--- src/rtl/fetch_unit.sv ---
// RV32I instruction fetch: PC register, combinational imem addressing,
// 2-entry skid FIFO toward decode, redirect/flush and misaligned-target halt.
//
// state   | meaning
// --------+-----------------------------------------------------------
// FETCH   | normal fetch; captures into FIFO whenever there is space
// HALT    | misaligned redirect seen; no fetch until aligned redirect
module fetch_unit #(
    parameter int          ADDR_W    = 10,
    parameter int          INSTR_LEN = 32,
    parameter int          PC_W      = 32,
    parameter logic [31:0] RESET_PC  = 32'h0000_0000
) (
    input  logic                 i_clk,
    input  logic                 i_rst,
    output logic [ADDR_W-1:0]    o_imem_addr,
    input  logic [INSTR_LEN-1:0] i_imem_data,
    input  logic                 i_redirect_valid,
    input  logic [PC_W-1:0]      i_redirect_pc,
    output logic                 o_valid,
    input  logic                 i_ready,
    output logic [INSTR_LEN-1:0] o_instr,
    output logic [PC_W-1:0]      o_pc,
    output logic                 o_misaligned
);

    typedef enum logic {
        ST_FETCH = 1'b0,
        ST_HALT  = 1'b1
    } state_e;

    state_e               state_q, state_d;
    logic [PC_W-1:0]      pc_q, pc_d;
    logic [1:0]           cnt_q, cnt_d;
    logic                 mis_q, mis_d;
    logic [PC_W-1:0]      head_pc_q, head_pc_d;
    logic [INSTR_LEN-1:0] head_instr_q, head_instr_d;
    logic [PC_W-1:0]      tail_pc_q, tail_pc_d;
    logic [INSTR_LEN-1:0] tail_instr_q, tail_instr_d;

    logic pop;
    logic push;
    logic target_aligned;

    always_ff @(posedge i_clk or posedge i_rst) begin
        if (i_rst) begin
            state_q      <= ST_FETCH;
            pc_q         <= PC_W'(RESET_PC);
            cnt_q        <= 2'd0;
            mis_q        <= 1'b0;
            head_pc_q    <= '0;
            head_instr_q <= '0;
            tail_pc_q    <= '0;
            tail_instr_q <= '0;
        end else begin
            state_q      <= state_d;
            pc_q         <= pc_d;
            cnt_q        <= cnt_d;
            mis_q        <= mis_d;
            head_pc_q    <= head_pc_d;
            head_instr_q <= head_instr_d;
            tail_pc_q    <= tail_pc_d;
            tail_instr_q <= tail_instr_d;
        end
    end

    always_comb begin
        state_d        = state_q;
        pc_d           = pc_q;
        cnt_d          = cnt_q;
        mis_d          = mis_q;
        head_pc_d      = head_pc_q;
        head_instr_d   = head_instr_q;
        tail_pc_d      = tail_pc_q;
        tail_instr_d   = tail_instr_q;
        push           = 1'b0;
        pop            = (cnt_q != 2'd0) && i_ready;
        target_aligned = (i_redirect_pc[1:0] == 2'b00);

        case (state_q)
            ST_FETCH: begin
                if (i_redirect_valid) begin
                    // flush wins over any handshake in progress
                    cnt_d = 2'd0;
                    if (target_aligned) begin
                        pc_d = i_redirect_pc;
                    end else begin
                        mis_d   = 1'b1;
                        state_d = ST_HALT;
                    end
                end else begin
                    push = (cnt_q != 2'd2) || pop;
                    if (push) begin
                        pc_d = pc_q + PC_W'(4);
                    end
                    case (cnt_q)
                        2'd0: begin
                            head_pc_d    = pc_q;
                            head_instr_d = i_imem_data;
                            cnt_d        = 2'd1;
                        end
                        2'd1: begin
                            if (pop) begin
                                head_pc_d    = pc_q;
                                head_instr_d = i_imem_data;
                            end else begin
                                tail_pc_d    = pc_q;
                                tail_instr_d = i_imem_data;
                                cnt_d        = 2'd2;
                            end
                        end
                        default: begin
                            // full: a capture happens only alongside a pop
                            if (pop) begin
                                head_pc_d    = tail_pc_q;
                                head_instr_d = tail_instr_q;
                                tail_pc_d    = pc_q;
                                tail_instr_d = i_imem_data;
                            end
                        end
                    endcase
                end
            end
            ST_HALT: begin
                cnt_d = 2'd0;
                if (i_redirect_valid && target_aligned) begin
                    pc_d    = i_redirect_pc;
                    mis_d   = 1'b0;
                    state_d = ST_FETCH;
                end
            end
            default: begin
                state_d = ST_FETCH;
            end
        endcase
    end

    assign o_imem_addr  = pc_q[ADDR_W+1:2];
    assign o_valid      = (cnt_q != 2'd0);
    assign o_instr      = head_instr_q;
    assign o_pc         = head_pc_q;
    assign o_misaligned = mis_q;

endmodule
--- config.mk ---
export PLATFORM = sky130hd
export DESIGN_NAME = fetch_unit
export DESIGN_NICKNAME = d
export VERILOG_FILES = /design/src/rtl/fetch_unit.sv
export SDC_FILE = /design/constraint.sdc
export NUM_CORES = 1
export LEC_CHECK = 0
export CORE_MARGIN = 1.5
export CORE_UTILIZATION = 47
export CTS_CLUSTER_SIZE = 10
export DETAILED_ROUTE_END_ITERATION = 7
export PLACE_DENSITY = 0.76
export SLEW_MARGIN = 25
export SYNTH_ARGS = -nofsm -noshare
export SYNTH_HDL_FRONTEND = slang
export SYNTH_SLANG_ARGS = --single-unit
--- constraint.sdc ---
create_clock -name i_clk -period 5.4 [get_ports i_clk]
set_input_delay 1.08 -clock i_clk [delete_from_list [all_inputs] [get_ports i_clk]]
set_output_delay 1.08 -clock i_clk [all_outputs]
set_load 0.005 [all_outputs]
Word-level counts from Yosys, hierarchy flattened
Index checks and enable logic that the tools add are counted.
- bits of input ports: 68
- output and inout port bits: 76
- logic and storage cells: 63
- flip-flop bits (word level): 164
- mux-type cells: 27
- reductions and logical operators: 13
- eq/ne operators: 11
- bitwise operators: 3
- add/sub/neg operators: 1
- operators by type and width (operator ; number):
    2-to-1 mux 32 bit ; 10
    one-hot mux 32 bit (2 select lines) ; 5
    adder 32 x 3 -> 32 bit, second input constant ; 1
    != test 2 bit, second input constant ; 5
    one-hot mux 2 bit (2 select lines) ; 2
    2-to-1 mux 1 bit ; 6
    != test 3 bit, second input constant ; 2
    AND reduction 3 bit ; 2
    nonzero test 2 bit ; 3
    AND reduction 5 bit ; 1
    zero test 2 bit ; 2
    2-to-1 mux 2 bit ; 2
    != test 4 x 2 -> 1 bit, second input constant ; 1
    != test 4 bit, second input constant ; 1
    one-hot mux 1 bit (2 select lines) ; 2
    AND reduction 4 bit ; 1
    inverter 1 bit ; 3
    == test 2 x 1 -> 1 bit, second input constant ; 1
    logical AND 1 bit ; 2
    != test 2 x 1 -> 1 bit, second input constant ; 1
    AND reduction 2 bit ; 1
    logical OR 1 bit ; 1

Longest topological paths before layout
- depth in word-level cells: 6
- mapped depth: 8
- gate-level depth less buffers: 7

Least setup slack after synthesis
No wires, ideal clock.
- kind: input to register
- start: input i_redirect_valid
- end: register tail_instr_q[0]
- required time: 5275 ps
- data arrival time: 2541 ps
- stages: 5
- setup slack: 2734 ps
- path buffers: 2
- library setup time: 125 ps
- cell sequence: or2_2 clkbuf_1 nor2_1 buf_2 mux2_2
- longest elaborated chain between the ends: 2
- ends and longest elaborated chain (item ; line ; RTL):
    start, declared ; 18 ; input logic i_redirect_valid,
    inverter 1 bit (no source line) ; n/a ;
    AND reduction 5 bit (no source line) ; n/a ;
    end signal, assigned ; 63 ; tail_instr_q <= tail_instr_d;
    end, declared ; 39 ; logic [INSTR_LEN-1:0] tail_instr_q, tail_instr_d;
Every way passes these cells.
A chain may end at the register's enable or synchronous reset.

Worst setup path in the final report
- start: input i_redirect_valid
- end: register tail_instr_q[29]
Same word-level chain as after synthesis.

==> qor.csv <==
metric,value,unit
Mean Syn Cell Area,10.9,µm²
CTS tree,yes,
# IOs,144,
RePlAce Congestion,0.873,
fmax,297,MHz
layout cell share with drive strength beyond 1,15.3,%
Clock Power Share,34.2,%
crit end category,flip-flop,
Sw Pwr,1.02,mW
vias in the first global route,5573,
worst min path class,reg -> reg,
RSZ-0062 raised after global routing,no,
Reg power frac,45.0,%
TNS Setup,0,ps
Synth-to-Final Area Change,29.7,%
combinational share of power,20.8,%
crit path DAT,3680,ps
simple-gate share of the synthesized area,11.8,%
"EDFF count, synth",0,
RR Startpoint,cnt_q[1],
Max Cap Viol,0,
Synth Register Bits,164,
"count leader, synth",dfrtp_1,
Synth Area in Compound Gates,11.3,%
Synth area leaders,"dfrtp_1, mux2_2, mux2i_1",
worst relative slew slack,40.7,%
setup slack at placement,1560,ps
Initial Util,47.6,%
internal power,2.77,mW
CTS buffer count,17,
hold path endpoint,o_pc[15],
cts-stage hold buffer count,0,
instance count of the mapped netlist,687,
Synth Area in Adders,0.167,%
Final Hold Vio Count,0,
Synth async-reset ratio,100,%
core area,0.0158,mm²
post-synthesis mux area share,18.4,%
r2r setup slk,2290,ps
Yosys cell types,49,
dpl cells,1000,
min-delay src,o_pc[15],
status,"complete, no violations",
power density over the cells,388,mW/mm²
peak supply drop,0.000248,V
Vias/cell,5.49,
largest net degree at the start of global routing,129,
CP Data Required Time,5710,ps
clk_lat worst skew,430,ps
Synth top area share,54.6,%
global-route wire length before repair,27900,µm
site row count,46,
DR vias,5670,
clock-pin slew on the worst setup and hold paths,60,ps
crit path time final,3370,ps
critical path's slowest cell,nor2_4,
crit share post-route,62.4,%
WS Path Type,in -> reg,
drt drc,0,
Leak,4.04,nW
Worst R2R End,pc_q[31],
main combinational cell family by area after synthesis,multiplexers,
largest stage delay on the critical path,750,ps
Setup Viol. Count Final,0,
height of the chip,129,µm
post-synth top area cell,dfrtp_1,
final worst-path setup slack,2030,ps
"Net Count, Synth",756,
total track usage,21.4,%
Main synth FF type,dfrtp_1,
switch share,26.8,%
"Slew Viols, Final",0,
Detailed Routing Iterations Pass 1,5,
Yosys Warn Count,0,
GRT overflow,0,
net total in the final layout,873,
skew final,8.70,ps
Root Buffer Master,clkbuf_16,
Die Wd,129,µm
commonest cells in the netlist,"dfrtp_1, nand2_1, o21ai_0, mux2i_1, mux2_2",
antenna violations before repair,0,
antenna-violating nets left,0,
Layout Cells excl Fill,1033,
"Seq/Total Area, Yosys",54.6,%
clk buf depth,2,
hold path depth,2,
post-CTS resize count,0,
DR WL/cell,16.8,µm
worst reg2reg path depth,7,
startpoint types,input pin,
final core utilization,61.8,%
postcts setup bufs,0,
Post-DP HPWL,11900,µm
die area,0.0168,mm²
H-tree levels,4,
ANT cells,0,
mapped cell area,0.00751,mm²
# clock sinks,164,
Crit Path Max Fanout,31,
"critical path, cell by cell",clkdlybuf4s50_1 > or2_2 > nor2_4 > buf_4 > mux2_2,
PortBufs,143,
DRT Wirelength,17400,µm
initial DRC count,356,
Worst-Margin Slew,887,ps
Synth Area in XOR/XNOR,0,%
[power groups by stage]
stage	Sequential, mW	Combinational, mW	Clock [mW]
floorplan	1.68	0.379	0
global placement	1.71	0.764	0
detailed placement	1.73	0.789	0
CTS	1.70	0.794	1.32
global route	1.74	0.869	1.36
finish	1.70	0.787	1.29
[worst max-delay path, delay by kind of cell]
family | cells | cell delay [ps]
and+or+nand+nor | 2 | 1280
buffers and inverters | 2 | 930
muxes | 1 | 380
[registers in the layout, indices dropped and copies added, names as in the netlist]
name,flops
tail_pc_q,32
tail_instr_q,32
pc_q,32
cnt_q,2
state_q,1
o_pc,32
o_misaligned,1
o_instr,32
[layout make-up]
| class | count | area, µm² |
|---|---|---|
| clock buffer | 18 | 439 |
| sequential | 164 | 4110 |
| multi-input combinational | 463 | 3150 |
| inverter | 6 | 26.3 |
| clock inverter | 14 | 199 |
| timing repair buffer | 152 | 1550 |
| fill | 1310 | 6020 |
| tap | 216 | 270 |
[cells by family after synthesis]
logic type / after synthesis
compound gates: 145
fa+ha+maj: 1
buf+inv: 60
flops: 164
mux: 130
simple gates: 187
[worst max-delay path by stage]
stage                     startpoint                to  slack [ps]
finish              i_redirect_valid  tail_instr_q[29]        2030
global route        i_redirect_valid     tail_pc_q[12]        1870
CTS                 i_redirect_pc[1]          pc_q[17]        2000
detailed placement  i_redirect_pc[1]          pc_q[17]        1560
global placement    i_redirect_valid      tail_pc_q[4]        1640
floorplan                      i_rst          cnt_q[0]        2240
[layer usage]
layer / share of wire, % / GRT usage [%] / up-vias
li1: - / - / 2697
met1: 43 / 27.4 / 2758
met2: 50 / 36.1 / 181
met3: 5.4 / 4.25 / 34
met4: 2.3 / 8.56 / 0
met5: 0 / 0 / -
[cell usage in the layout (no fill, tap or decap), types with 6 or more instances in the layout]
| master | Yosys | routed |
|---|---|---|
| nand2_1 | 96 | 96 |
| nand3_1 | 12 | 12 |
| nand4_1 | 6 | 6 |
| o21ai_0 | 72 | 72 |
| dfrtp_1 | 164 | 163 |
| nor2_1 | 28 | 26 |
| mux2_2 | 64 | 64 |
| nor3_1 | 11 | 11 |
| a21oi_1 | 30 | 29 |
| mux2i_1 | 66 | 66 |
| clkbuf_16 | 0 | 17 |
| o22ai_1 | 10 | 10 |
| clkdlybuf4s50_1 | 0 | 143 |
| buf_4 | 10 | 6 |
[through the flow]
stage                     hold slack (ps)  total power, mW  area [µm²]
final                                 478             3.78        9750
after global routing                  493             3.97        9750
after CTS                             484             3.82        9710
after detailed placement              470             2.52        9080
after global placement                462             2.48        9050
after floorplan                       433             2.06        7520
No activity file was read; power rests on OpenSTA's default activity.
